==> config.mk <==
export PLATFORM = sky130hd
export DESIGN_NAME = if_id_skid_stage
export DESIGN_NICKNAME = d
export VERILOG_FILES = /design/src/rtl/pipe_pkg.sv /design/src/rtl/sat_counter.sv /design/src/rtl/if_id_skid_stage.sv
export SDC_FILE = /design/constraint.sdc
export NUM_CORES = 1
export LEC_CHECK = 0
export BUFFER_PORTS_ARGS = -buffer_cell sky130_fd_sc_hd__buf_2
export CORE_ASPECT_RATIO = 2
export CORE_MARGIN = 1.5
export CORE_UTILIZATION = 55
export CTS_BUF_LIST = sky130_fd_sc_hd__clkbuf_2
export DETAILED_ROUTE_END_ITERATION = 16
export HOLD_SLACK_MARGIN = 0.06
export PLACE_DENSITY = 0.81
export SLEW_MARGIN = 20
export SYNTH_ARGS = -nofsm -noshare
export SYNTH_HDL_FRONTEND = slang
export SYNTH_HIERARCHICAL = 1
export SYNTH_SLANG_ARGS = --single-unit
==> constraint.sdc <==
create_clock -name clock -period 2.4 [get_ports clock]
set_input_delay 0.36 -clock clock [delete_from_list [all_inputs] [get_ports clock]]
set_output_delay 0.36 -clock clock [all_outputs]
set_load 0.005 [all_outputs]
==> src/rtl/pipe_pkg.sv <==
// ----------------------------------------------------------------------------
// pipe_pkg
// Shared definitions for the handshaked pipeline-register family
// (IF/ID, ID/EX, EX/MEM).
//   skid_state_t    : occupancy state of a two-entry skid stage; the encoding
//                     equals the number of held entries.
//   PIPE_NOP        : default bubble instruction.
//   skid_occupancy  : state -> entry count.
// ----------------------------------------------------------------------------
package pipe_pkg;

    typedef enum logic [1:0] {
        EMPTY = 2'd0,
        ONE   = 2'd1,
        FULL  = 2'd2
    } skid_state_t;

    localparam logic [31:0] PIPE_NOP = 32'h0000_0000;

    // The state encoding is chosen so the count is the state value itself;
    // keeping the mapping here lets every stage share it.
    function automatic logic [1:0] skid_occupancy(input skid_state_t s);
        return logic'(s[1]) ? 2'd2 : {1'b0, s[0]};
    endfunction

endpackage

==> src/rtl/sat_counter.sv <==
// ----------------------------------------------------------------------------
// sat_counter
// Saturating event counter used for per-stage stall statistics.
//   clock      : rising-edge clock
//   startin_n  : asynchronous active-low reset, clears the count
//   inc        : count this cycle
//   count      : current count, sticks at all-ones
// ----------------------------------------------------------------------------
module sat_counter #(
    parameter int CNT_W = 16
) (
    input  logic             clock,
    input  logic             startin_n,
    input  logic             inc,
    output logic [CNT_W-1:0] count
);

    localparam logic [CNT_W-1:0] ONE_LSB = {{(CNT_W-1){1'b0}}, 1'b1};

    function automatic logic [CNT_W-1:0] sat_inc(input logic [CNT_W-1:0] v);
        return (&v) ? v : v + ONE_LSB;
    endfunction

    always_ff @(posedge clock or negedge startin_n) begin
        if (!startin_n) begin
            count <= '0;
        end else if (inc) begin
            count <= sat_inc(count);
        end
    end

endmodule

==> src/rtl/if_id_skid_stage.sv <==
// ----------------------------------------------------------------------------
// if_id_skid_stage
// Fetch-to-decode pipeline register with a two-entry skid buffer. Fetch may
// issue one more entry after decode stalls; in_ready is registered so there
// is no combinational ready path back into fetch. flush kills all held
// entries and presents a NOP bubble. All outputs come directly from flops.
//
// Ports
//   clock          : rising-edge clock
//   startin_n      : asynchronous active-low reset
//   in_valid       : fetch offers an entry
//   in_ready       : stage can accept (registered)
//   in_instr       : fetched instruction
//   in_pc_plus_4   : PC+4 of the fetched instruction
//   flush          : synchronous kill of all held entries
//   out_valid      : decode entry valid
//   out_ready      : decoder accepts
//   out_instr      : instruction to decode (NOP_INSTR when not valid)
//   out_pc_plus_4  : PC+4 to decode
//   occupancy      : held entries, 0..2
//   stall_cycles   : saturating count of back-pressure cycles
// ----------------------------------------------------------------------------
module if_id_skid_stage
    import pipe_pkg::*;
#(
    parameter int                 INSTR_W   = 32,
    parameter int                 PC_W      = 32,
    parameter logic [INSTR_W-1:0] NOP_INSTR = INSTR_W'(PIPE_NOP),
    parameter int                 CNT_W     = 16
) (
    input  logic               clock,
    input  logic               startin_n,
    input  logic               in_valid,
    output logic               in_ready,
    input  logic [INSTR_W-1:0] in_instr,
    input  logic [PC_W-1:0]    in_pc_plus_4,
    input  logic               flush,
    output logic               out_valid,
    input  logic               out_ready,
    output logic [INSTR_W-1:0] out_instr,
    output logic [PC_W-1:0]    out_pc_plus_4,
    output logic [1:0]         occupancy,
    output logic [CNT_W-1:0]   stall_cycles
);

    skid_state_t state_q, state_d;

    logic               main_vld_p1;
    logic               skid_vld_p1;
    logic [INSTR_W-1:0] main_instr_p1;
    logic [PC_W-1:0]    main_pc_p1;
    logic [INSTR_W-1:0] skid_instr_p1;
    logic [PC_W-1:0]    skid_pc_p1;

    logic in_xfer;
    logic out_xfer;
    logic load_main_in;
    logic load_main_skid;
    logic load_main_nop;
    logic load_skid_in;

    assign in_xfer  = in_valid && in_ready;
    assign out_xfer = main_vld_p1 && out_ready;

    // ------------------------------------------------------------------
    // Next-state and slot-load decisions
    // ------------------------------------------------------------------
    always_comb begin
        state_d        = state_q;
        load_main_in   = 1'b0;
        load_main_skid = 1'b0;
        load_main_nop  = 1'b0;
        load_skid_in   = 1'b0;

        if (flush) begin
            // Any handshake in this cycle is discarded.
            state_d       = EMPTY;
            load_main_nop = 1'b1;
        end else begin
            unique case (state_q)
                EMPTY: begin
                    if (in_xfer) begin
                        load_main_in = 1'b1;
                        state_d      = ONE;
                    end
                end
                ONE: begin
                    if (in_xfer && out_xfer) begin
                        load_main_in = 1'b1;
                    end else if (out_xfer) begin
                        load_main_nop = 1'b1;
                        state_d       = EMPTY;
                    end else if (in_xfer) begin
                        load_skid_in = 1'b1;
                        state_d      = FULL;
                    end
                end
                FULL: begin
                    // in_ready is low here, so only the drain can happen.
                    if (out_xfer && skid_vld_p1) begin
                        load_main_skid = 1'b1;
                        state_d        = ONE;
                    end
                end
                default: begin
                    state_d       = EMPTY;
                    load_main_nop = 1'b1;
                end
            endcase
        end
    end

    // ------------------------------------------------------------------
    // Stage p1: control registers
    // ------------------------------------------------------------------
    always_ff @(posedge clock or negedge startin_n) begin
        if (!startin_n) begin
            state_q     <= EMPTY;
            main_vld_p1 <= 1'b0;
            skid_vld_p1 <= 1'b0;
            in_ready    <= 1'b1;
        end else begin
            state_q     <= state_d;
            main_vld_p1 <= (state_d != EMPTY);
            skid_vld_p1 <= (state_d == FULL);
            // Registered from the next state so fetch sees no combinational
            // path through this stage.
            in_ready    <= (state_d != FULL);
        end
    end

    // ------------------------------------------------------------------
    // Stage p1: slot payload registers
    // ------------------------------------------------------------------
    always_ff @(posedge clock or negedge startin_n) begin
        if (!startin_n) begin
            main_instr_p1 <= NOP_INSTR;
            main_pc_p1    <= '0;
            skid_instr_p1 <= '0;
            skid_pc_p1    <= '0;
        end else begin
            // The PC field is left untouched on a bubble; only the
            // instruction is forced to NOP.
            if (load_main_nop) begin
                main_instr_p1 <= NOP_INSTR;
            end else if (load_main_skid) begin
                main_instr_p1 <= skid_instr_p1;
                main_pc_p1    <= skid_pc_p1;
            end else if (load_main_in) begin
                main_instr_p1 <= in_instr;
                main_pc_p1    <= in_pc_plus_4;
            end

            if (load_skid_in) begin
                skid_instr_p1 <= in_instr;
                skid_pc_p1    <= in_pc_plus_4;
            end
        end
    end

    sat_counter #(
        .CNT_W (CNT_W)
    ) u_stall_cnt (
        .clock     (clock),
        .startin_n (startin_n),
        .inc       (main_vld_p1 && !out_ready),
        .count     (stall_cycles)
    );

    assign out_valid     = main_vld_p1;
    assign out_instr     = main_instr_p1;
    assign out_pc_plus_4 = main_pc_p1;
    assign occupancy     = skid_occupancy(state_q);

endmodule

[Word level (Yosys, flattened, before mapping)]
Cells that the tools add are included.
Word-level totals
  flip-flop bits (word level): 149
  input bits: 69
  output and inout port bits: 84
  logic and storage cells: 58
Operators by class
  $add $sub $neg: 1
  equality and inequality tests: 4
  muxes and demuxes: 28
  bitwise logic cells: 2
  reductions and logical operators: 14
Operators with widths (count)
  32-bit 2-to-1 mux: 5
  16-bit by 1-bit adder with 16-bit output (second input constant): 1
  16-bit AND reduction: 1
  2-bit 2-to-1 mux: 7
  1-bit 2-to-1 mux: 13
  2-bit case mux with 3 select lines: 1
  1-bit logical AND: 5
  2-bit == test (second input constant): 2
  1-bit case mux with 2 select lines: 2
  2-bit AND reduction: 2
  2-bit nonzero test: 2
  3-bit nonzero test: 1
  2-bit by 1-bit == test with 1-bit output (second input constant): 1
  2-bit logical NOT: 1
  2-bit inequality test (second input constant): 1
  1-bit NOT: 2
  2-bit OR reduction: 1
  1-bit logical NOT: 1

[Depth between registers and ports, before layout]
  word-level depth: 8
  depth in mapped cells: 7
  mapped depth without buffers: 5

[By module]
Netlist, hierarchy kept.
Modules (own cells, without submodules)
  if_id_skid_stage: times used 1, cells each 375, area an instance 5765.5 µm², sequential area each 3329.4 µm²
  sat_counter: times used 1, cells each 75, area an instance 840.8 µm², sequential area each 400.4 µm²

[Worst setup path after synthesis]
OpenSTA, ideal clock, no wires.
  path kind: input to register
  start: in flush
  end: reg main_pc_p1[0] (netlist: out_pc_plus_4[0])
  setup time: 125 ps
  data arrival time: 1865 ps
  data required time: 2275 ps
  setup slack: 410 ps
  cell stages on the path: 6
  path buffers: 3
  cell sequence: clkbuf_1 > or4b_1 > buf_6 > buf_8 > mux2_4 > mux2_2
Between the ends
  cells in the longest elaborated chain, start to end: 3
  elaborated cells between the ends (all ways): 7
  classes of those cells: 4 x mux; 1 x bitwise; 2 x reduce/logical
Ends and longest elaborated chain
  from (decl): RTL line if_id_skid_stage.sv:37  | input logic flush,
  1-bit 2-to-1 mux: RTL line if_id_skid_stage.sv:75  | if (flush) begin
  2-bit nonzero test (no line) / 1-bit NOT (equally long branches)
  2-bit AND reduction (no line)
  to (signal assigned): RTL line if_id_skid_stage.sv:148  | main_pc_p1 <= skid_pc_p1;
  to (signal assigned): RTL line if_id_skid_stage.sv:151  | main_pc_p1 <= in_pc_plus_4;
  to (decl): RTL line if_id_skid_stage.sv:51  | logic [PC_W-1:0] main_pc_p1;
Parallel ways exist; a longest one is shown, timed or not.
A chain may end at the register's enable or synchronous reset.

[Final worst setup path]
  start: reg main_vld_p1 (netlist: out_valid)
  end: reg main_pc_p1[2] (netlist: out_pc_plus_4[2])
Between the ends
  cells in the longest elaborated chain, start to end: 7
  elaborated cells between the ends (all ways): 17
  classes of those cells: 11 x mux; 1 x bitwise; 5 x reduce/logical
Ends and longest elaborated chain
  from (decl): RTL line if_id_skid_stage.sv:48  | logic main_vld_p1;
  from (signal assigned): RTL line if_id_skid_stage.sv:124  | main_vld_p1 <= (state_d != EMPTY);
  1-bit logical AND *: RTL line if_id_skid_stage.sv:63  | assign out_xfer = main_vld_p1 && out_ready;
  1-bit logical AND (tied with other cells): RTL line if_id_skid_stage.sv:88  | if (in_xfer && out_xfer) begin
  1-bit 2-to-1 mux (on tied branches): RTL line if_id_skid_stage.sv:88, if_id_skid_stage.sv:100
  1-bit case mux with 2 select lines / 1-bit 2-to-1 mux (equally long branches): RTL line if_id_skid_stage.sv:80  | unique case (state_q)
  1-bit 2-to-1 mux: RTL line if_id_skid_stage.sv:75
  2-bit nonzero test (no line) / 1-bit NOT (equally long branches)
  2-bit AND reduction (no line)
Mark *: on every way between the ends. The rest lies on a longest branch, timed or not.

==> impl_metrics.tcl <==
set metrics [dict create \
    status "finished clean" \
    max-cap-violations 0 \
    cell_internal_power_uw 4970 \
    antenna_violations_before_repair 1 \
    seq_power_share_pct 55.0 \
    timing.hold.ws_ns 0.209 \
    post_cts_resize_count 0 \
    final.period_utilization_pct 88.4 \
    r2r_slack_ns 0.28 \
    syn-instance-count 450 \
    die_ht_um 158 \
    overflow_after_grt 0 \
    detail_route.iter0.violations 171 \
    setup.worst_path.class "flop to flop" \
    pin_count_of_the_biggest_net_entering_global_routing 81 \
    synth_edf_count 0 \
    leakagePower_uw 0.00431 \
    rr_startpoint "out_valid" \
    floorplan.io_pins 153 \
    cts_sinks 149 \
    synth.net_count 520 \
    finalSetupViolCount 0 \
    worst_hold_path.endpoint "in_ready" \
    layout_cell_share_with_drive_strength_beyond_1_pct 49.2 \
    routed_via_density 5.60 \
    grt_first_pass_wirelength_mm 24.9 \
    grt_pass1_vias 5077 \
    finalMaxSlewViolations 0 \
    cts.path.max_buffers 2 \
    dominantRegCellSynth "dfrtp_1" \
    grt_util_all_layers_pct 26.1 \
    ys_async_sr_fraction_pct 100 \
    critPathCaptureType "flop" \
    vias 4683 \
    max_slew.worst_pin.slew_ns 0.426 \
    detailed_place_hpwl_mm 10.0 \
    start_util_pct 56.5 \
    place_ws_ns 0.267 \
    avgRoutedWirePerCell_um 18.6 \
    timing.max_slew.rel_slack_pct 71.6 \
    max_clock_freq_ghz 0.471 \
    areaGrowthSynthToFinish_pct 28.8 \
    required_ns 2.97 \
    cp_data_arrival_time_ns 2.69 \
    hold_viol_final 0 \
    clk_root_buffer_cell "clkbuf_2" \
    power_spent_charging_and_discharging_nets_uw 2170 \
    p_sw_share_pct 30.4 \
    grt_setup_unrepaired "no" \
    r2r_end "out_pc_plus_4[2]" \
    vdd.ir_drop.worst_uv 579 \
    tritoncts.num_buffers 17 \
    crit_path_start_kind "flop" \
    worst_hold_path.num_cells 4 \
    mostFrequentLayoutCell "buf_2" \
    synth.lib_cells_used.distinct 43 \
    worstHoldPathType "primary input to flop" \
    coreArea_mm2 0.0117 \
    clock_transition_at_the_register_clock_pins_on_the_worst_setup_and_hold_paths_after_cts_ns 0.22 \
    drt_wl_total_mm 15.6 \
    worstSkewPairLatency_ns 0.68 \
    gpl.final_weighted_congestion 0.846 \
    power_uw 7140 \
    power_frac_comb_pct 25.3 \
    most-common-layout-cells "buf_2, dfrtp_1, mux2_2" \
    postLayoutCoreUtil_pct 72.7 \
    synth_area_per_cell_um2 14.7 \
    cts_tree "done" \
    setup_tns_ns 0 \
    ctsHtreeMaxLevel 4 \
    floorplan.die_area_mm2 0.0127 \
    power_density_relative_to_cell_area_mw_per_mm2 840 \
    chip_width_um 80.5 \
    finalCriticalPeriod_ns 2.12 \
    fp-row-count 56 \
    ant_nets 0 \
    synth_seq_cells 149 \
    clock_network_fraction_of_total_power_pct 19.8 \
    clock_skew_ns 0.0371 \
    syn_area_mm2 0.00661 \
    critical_path_peak_fanout 20 \
    r2r_cells 5 \
    remaining_drc_errors 0 \
    synth_seq_area_share_pct 56.5 \
    synth.yosys.warnings 6 \
    nets_final 746 \
    hold_path_start "out_ready" \
    post-route-worst-setup-slack_ns 0.278 \
    drt_pass1_iterations 4 \
    port-buffer-count 152 \
]
[cells by family after synthesis]
kind of cell / count (synthesis) / share of synthesized area (%)
buffers and inverters: 30 / 2.59
AO/OA/AOI/OAI: 44 / 5.47
multiplexers: 164 / 28.8
flip-flops: 149 / 56.5
adder cells (fa/ha/maj): 1 / 0.189
XOR/XNOR: 11 / 1.46
AND/OR/NAND/NOR: 51 / 5.06
[timing repair]
| action | CTS | global route |
|---|---|---|
| hold buffers | 69 | 0 |
| setup buffers | 0 | 0 |
| hold endpoints to repair | 282 | 0 |
[layout make-up]
cell class | instances | area (µm²)
Sequential cell | 149 | 3730
Fill cell | 779 | 3200
Multi-Input combinational cell | 271 | 2720
Timing Repair Buffer | 233 | 1610
Tap cell | 145 | 181
Clock inverter | 14 | 151
Clock buffer | 18 | 90.1
Inverter | 4 | 15.0
Antenna cell | 2 | 5.00
[sequential cells by signal, indices dropped and copies added (netlist names)]
register / flops
in_ready: 1
out_valid: 1
u_stall_cnt/count: 16
out_instr: 32
skid_vld_p1: 1
state_q: 2
skid_instr_p1: 32
skid_pc_p1: 32
out_pc_plus_4: 32
[critical path, cell delays in order, from the launching register on]
cell and delay [ns]:
dfrtp_1 0.48, nand3_1 0.13, or4b_4 0.60, buf_12 0.22, mux2_4 0.32, mux2_2 0.27
[metrics by stage]
stage	cell area (µm²)	cells
global route	8500	835
detailed placement	7570	733
global placement	7570	733
CTS	8500	834
floorplan	6610	450
finish	8510	836
[power groups by stage]
stage | sequential, µW | combinational (µW) | clock [µW]
floorplan | 3850 | 1010 | 0
global placement | 3890 | 1630 | 0
detailed placement | 3960 | 1720 | 0
CTS | 3900 | 1810 | 1470
global route | 4040 | 1970 | 1560
finish | 3930 | 1810 | 1410
[cells in the mapped netlist (2+ instances only)]
cell	n	share of area [%]
clkbuf_1	6	0.34
nor2_1	8	0.45
o2bb2ai_1	32	4.2
buf_6	2	0.34
nor4_2	2	0.38
mux2i_1	32	4.8
a21oi_1	2	0.15
nand4_1	5	0.47
xor2_1	8	1.1
and4_1	2	0.27
xnor2_1	3	0.40
dfrtp_1	148	56
buf_8	2	0.45
nand2_1	6	0.34
mux2_2	107	18
inv_1	4	0.23
nand4_2	2	0.38
buf_2	14	1.1
mux2_4	25	5.7
nand3_1	9	0.68
nor3_1	6	0.45
o21ai_0	3	0.23
nand2b_1	2	0.19
[metal layers]
metal | share of wire, % | GRT usage (%) | wire length, µm
met5 | 0 | 0 | 0
met4 | 3.0 | 12.1 | 467
met3 | 3.8 | 4.84 | 589
met2 | 56 | 46.9 | 8670
met1 | 38 | 29.1 | 5860
[worst max-delay path by stage]
stage | cells past startpoint | startpoint | slack, ns | to
6_report | 5 | out_valid | 0.28 | out_pc_plus_4[2]
5_1_grt | 5 | out_valid | 0.22 | out_pc_plus_4[16]
4_1_cts | 5 | out_valid | 0.30 | out_pc_plus_4[16]
3_5_place_dp | 6 | out_ready | 0.27 | out_pc_plus_4[14]
3_3_place_gp | 6 | out_ready | 0.31 | out_pc_plus_4[14]
2_1_floorplan | 6 | flush | 0.41 | out_pc_plus_4[0]
(Power assumes the default switching activity.)
